<file path="config.mk">
export PLATFORM = sky130hd
export DESIGN_NAME = seven_segment_scan
export DESIGN_NICKNAME = d
export VERILOG_FILES = /design/src/rtl/seven_segment_scan.sv
export SDC_FILE = /design/constraint.sdc
export NUM_CORES = 1
export LEC_CHECK = 0
export ABC_AREA = 0
export ABC_CLOCK_PERIOD_IN_PS = 3800
export CELL_PAD_IN_SITES_DETAIL_PLACEMENT = 1
export CELL_PAD_IN_SITES_GLOBAL_PLACEMENT = 1
export CORE_MARGIN = 1.5
export CORE_UTILIZATION = 46
export DETAILED_ROUTE_END_ITERATION = 8
export PLACE_DENSITY_LB_ADDON = 0.1
export SLEW_MARGIN = 20
export SYNTH_ARGS = -nofsm -noshare
export SYNTH_HDL_FRONTEND = slang
export SYNTH_SLANG_ARGS = --single-unit
export TNS_END_PERCENT = 50
</file>
<file path="constraint.sdc">
create_clock -name clk -period 3.8 [get_ports clk]
set_input_delay 0.76 -clock clk [delete_from_list [all_inputs] [get_ports clk]]
set_output_delay 0.76 -clock clk [all_outputs]
set_load 0.1 [all_outputs]
</file>
<file path="src/rtl/seven_segment_scan.sv">
// rtl/seven_segment_scan.sv - time-multiplexed 7-segment scanner with frame-synchronous updates
module seven_segment_scan #(
    parameter int NUM_DIGITS   = 4,
    parameter int SCAN_DIV     = 1000,
    parameter int COMMON_ANODE = 0
) (
    input  logic                    clk,
    input  logic                    reset,
    input  logic [4*NUM_DIGITS-1:0] data_in,
    input  logic [NUM_DIGITS-1:0]   dp_in,
    input  logic                    load,
    input  logic                    blank_lz,
    output logic [6:0]              seg,
    output logic                    dp,
    output logic [NUM_DIGITS-1:0]   digit_en,
    output logic                    frame_tick
);

    localparam int DIV_W = (SCAN_DIV > 2) ? $clog2(SCAN_DIV) : 1;
    localparam int IDX_W = (NUM_DIGITS > 1) ? $clog2(NUM_DIGITS) : 1;
    localparam logic [DIV_W-1:0] DIV_LAST = DIV_W'(SCAN_DIV - 1);
    localparam logic [IDX_W-1:0] IDX_LAST = IDX_W'(NUM_DIGITS - 1);
    localparam logic             POL      = (COMMON_ANODE != 0);

    localparam logic [6:0]            SEG_OFF = {7{POL}};
    localparam logic [NUM_DIGITS-1:0] EN_OFF  = {NUM_DIGITS{POL}};

    logic [DIV_W-1:0]        div_cnt;
    logic [IDX_W-1:0]        scan_idx;

    logic [4*NUM_DIGITS-1:0] pend_data;
    logic [NUM_DIGITS-1:0]   pend_dp;
    logic                    pend_blank_lz;
    logic                    pend_valid;

    logic [4*NUM_DIGITS-1:0] act_data;
    logic [NUM_DIGITS-1:0]   act_dp;
    logic                    act_blank_lz;

    logic                    div_wrap;
    logic                    frame_wrap;
    logic [3:0]              cur_nib;
    logic                    cur_dp;
    logic                    cur_blank;
    logic [NUM_DIGITS-1:0]   cur_onehot;
    logic [NUM_DIGITS-1:0]   lz_mask;
    logic                    upper_zero;

    function automatic logic [6:0] decode(input logic [3:0] nib);
        logic [6:0] s;
        case (nib)
            4'h0:    s = 7'b0111111;
            4'h1:    s = 7'b0000110;
            4'h2:    s = 7'b1011011;
            4'h3:    s = 7'b1001111;
            4'h4:    s = 7'b1100110;
            4'h5:    s = 7'b1101101;
            4'h6:    s = 7'b1111100;
            4'h7:    s = 7'b0000111;
            4'h8:    s = 7'b1111111;
            4'h9:    s = 7'b1100111;
            default: s = 7'b1000000;
        endcase
        return s;
    endfunction

    assign div_wrap   = (div_cnt == DIV_LAST);
    assign frame_wrap = div_wrap && (scan_idx == IDX_LAST);

    // A digit is blanked when it and every more-significant nibble is zero; digit 0 always shows.
    always_comb begin
        lz_mask    = '0;
        upper_zero = act_blank_lz;
        for (int i = NUM_DIGITS - 1; i >= 1; i--) begin
            upper_zero = upper_zero && (act_data[4*i +: 4] == 4'h0);
            lz_mask[i] = upper_zero;
        end
    end

    always_comb begin
        cur_nib    = 4'h0;
        cur_dp     = 1'b0;
        cur_blank  = 1'b0;
        cur_onehot = '0;
        for (int i = 0; i < NUM_DIGITS; i++) begin
            if (scan_idx == IDX_W'(i)) begin
                cur_nib       = act_data[4*i +: 4];
                cur_dp        = act_dp[i];
                cur_blank     = lz_mask[i];
                cur_onehot[i] = 1'b1;
            end
        end
    end

    always_ff @(posedge clk) begin
        if (reset) begin
            div_cnt       <= '0;
            scan_idx      <= '0;
            pend_data     <= '0;
            pend_dp       <= '0;
            pend_blank_lz <= 1'b0;
            pend_valid    <= 1'b0;
            act_data      <= '0;
            act_dp        <= '0;
            act_blank_lz  <= 1'b0;
        end else begin
            div_cnt <= div_wrap ? '0 : div_cnt + DIV_W'(1);
            if (div_wrap) begin
                scan_idx <= (scan_idx == IDX_LAST) ? '0 : scan_idx + IDX_W'(1);
            end

            // Commit takes the pre-load pending value; a same-cycle load stays pending.
            if (frame_wrap && pend_valid) begin
                act_data     <= pend_data;
                act_dp       <= pend_dp;
                act_blank_lz <= pend_blank_lz;
            end

            if (load) begin
                pend_data     <= data_in;
                pend_dp       <= dp_in;
                pend_blank_lz <= blank_lz;
                pend_valid    <= 1'b1;
            end else if (frame_wrap) begin
                pend_valid    <= 1'b0;
            end
        end
    end

    always_ff @(posedge clk) begin
        if (reset) begin
            seg        <= SEG_OFF;
            dp         <= POL;
            digit_en   <= EN_OFF;
            frame_tick <= 1'b0;
        end else begin
            seg        <= (cur_blank ? 7'b0000000 : decode(cur_nib)) ^ SEG_OFF;
            dp         <= cur_dp ^ POL;
            // The first cycle of every slot is dark so the previous digit's segments never ghost.
            digit_en   <= ((div_cnt != '0) ? cur_onehot : '0) ^ EN_OFF;
            frame_tick <= frame_wrap;
        end
    end

endmodule

</file>
==> metrics <==
status=completed; share of cells above drive strength 1=5.97%; drc violations=0; Synth area leaders=dfxtp_1 (46%), mux2i_1 (15%), nor2_1 (7.3%); Data arrival, critical path=2.94 ns; Final Cycle Share=71.7%; worst vdd ir=0.309 mV; slew of the pin with the lowest slew margin=0.971 ns; #FFs+latches synth=68; Max FO, Critical Path=18; total clock sinks=68; setup TNS=0 ns; delay of the slowest critical-path stage=0.57 ns; 1st-iter DRT viols=107; Total GRT Usage=19.4%; CTS Buf Count=9; post-route insts no fill=410; FMAX=0.367 GHz; ys flop type=dfxtp_1; Synth Cell Area=0.00294 mm^2; power density over the cells=425 mW/mm^2; synthesis-to-finish area growth=17.8%; Clock transition at path regs=0.07 ns; P_leak=0.00152 uW; Final Power=1470 uW; RSZ-0062 raised after global routing=false; DIE AREA=0.00687 mm^2; syn_area_per_cell=9.82 um^2; fin area=0.00346 mm^2; Setup Crit Path Kind=register to register; Placed Area=0.00325 mm^2; worst skew pair latency=0.34 ns; placed wire-length estimate=4.39 mm; largest net degree at the start of global routing=52; routability cong.=0.839; PortBufs=36; number of synthesized flops with an enable pin=0; Synth Area in Simple Gates=17.4%; # nets final=365; Inst Count DP=394; Vias/cell=5.28; final setup vio count=0; Max Cap Viol=0; Final Skew=0.00992 ns; CTS tree=built; vias=2,164; Post-synth ARST share=0%; H-tree Lvls=3; clock root buffer=clkbuf_8; Worst Hold Class=register to register; CP Capture Type=register; Final Hold Vio Count=0; largest family of logic cells by synthesized area=simple AND/OR/NAND/NOR gates; mux contribution to synthesized area=15.4%; Yosys warnings=0; via count of the first global-routing pass=2,173; sequential area share after synthesis=46.4%; post-layout min period=2.72 ns; max_slew headroom=35.1%; clock buffer depth=2; Synth Area in Compound Gates=7.16%; final wirelength=6.36 mm; DR WL/cell=15.5 um; Final Max Slew Viols=0; initial antenna violation count=0; initial core utilization=48.7%; Post-Synth Adder-Cell Area=4.69%; # rows=28; global-route wire length before repair=10.6 mm; antenna-violating nets left=0; First-pass DRT Iterations=4; grt ovf=0; type of origin of the critical path=register; largest area contributor in the netlist=dfxtp_1; post-CTS sizing=0; slowest CP cell=ha_1; final antenna diode count=0; xor/xnor share of the synthesized area=2.39%; Net Count, Synth=334; Mapped Cells=299; Post-CTS Hold Buffers=0; die width=82.9 um; Critical Path RT=4.01 ns; Post-CTS Setup Inserts=0; core area=0.00603 mm^2; cells along the critical path=ha_1 -> inv_1 -> o221ai_1 -> inv_1 -> ha_1 -> nor3_1 -> a221o_1 -> a21oi_1; io pins=37; share of Yosys cell area claimed by the top area cell type=46.4%; Min Hold Slack=0.482 ns; Yosys cell types=46; die height=82.9 um
==> path summary, 6_finish.rpt <==
kind / start / end / slack (ns) / depth (start not counted)
worst min-delay path: div_cnt[0] / div_cnt[0] / 0.48 / 1
worst max register to register: scan_idx[0] / seg[4] / 1.08 / 8
worst min register to register: div_cnt[0] / div_cnt[0] / 0.48 / 1
worst max-delay path: scan_idx[0] / seg[4] / 1.08 / 8
==> metrics by stage <==
step	setup slack [ns]	utilization, %
2_1_floorplan	1.60	-
3_3_place_gp	1.33	54.0
3_5_place_dp	1.14	54.0
4_1_cts	1.09	57.4
5_1_grt	0.863	57.4
6_report	1.08	57.4
==> power breakdown <==
part           leakage [uW]  internal, uW  switching [uW]
Sequential         0.000555           734            11.6
Combinational      0.000872          49.1            68.5
Clock             0.0000959           340             267
==> cell families (layout without fill, tap and decap cells) <==
family / Yosys count / after routing
AO/OA/AOI/OAI: 29 / 29
XOR/XNOR: 8 / 8
adder cells (fa/ha/maj): 11 / 11
buffers and inverters: 31 / 67
flip-flops: 68 / 68
multiplexers: 45 / 45
AND/OR/NAND/NOR: 107 / 107
==> worst max-delay path, delay by kind of cell, from the launching register on <==
family | cells | cell delay, ns
adder cells (fa/ha/maj) | 2 | 0.81
flip-flops | 1 | 0.41
buffers and inverters | 2 | 0.39
AO/OA/AOI/OAI | 3 | 0.77
AND/OR/NAND/NOR | 1 | 0.19
==> layout make-up <==
cell class	count	area, um^2
fillers	682	2570
clock inverters	3	45.0
well taps	75	93.8
flip-flops and latches	68	1360
inverters	13	48.8
repair buffers	38	370
clock buffers	13	159
multi-input cells	200	1380
==> metal layers <==
layer  global-route usage, %  vias up  wire length [um]
met1                    24.4     1038              2950
met3                    5.17       11               226
met5                       0        -                 0
met2                    32.3       35              3080
li1                        -     1080                 -
met4                    6.36        0                94
==> synth_stat cells (all sizes together) (6+ instances only) <==
master,count
dfxtp,68
nor3,6
inv,12
mux2i,44
buf,12
a21oi,7
nor2,57
nand2,11
ha,11
==> flip-flops by register name, summed over array words and instances, names as in the netlist <==
signal         flops
pend_dp            4
act_blank_lz       1
pend_data         16
pend_blank_lz      1
digit_en           4
act_data          16
scan_idx           2
frame_tick         1
seg                7
div_cnt           10
act_dp             4
dp                 1
pend_valid         1
==> cells in the final DEF (no fill, tap or decap), drive strengths merged, types with 2 or more instances in the layout <==
master,instances
nand3b,3
a211oi,2
nor4,2
a21oi,7
or3,3
inv,12
buf,3
nor2,57
and2,5
o21ai,4
o32ai,2
a221oi,2
xnor2,5
nand3,5
dfxtp,68
o211ai,4
clkdlybuf4s50,35
nand2,11
a221o,2
nor3,6
clkbuf,13
ha,11
nor3b,3
or3b,2
clkinvlp,2
xor2,3
nor4b,2
nand4,3
mux2i,44
Power figures use the tool's default switching activity.
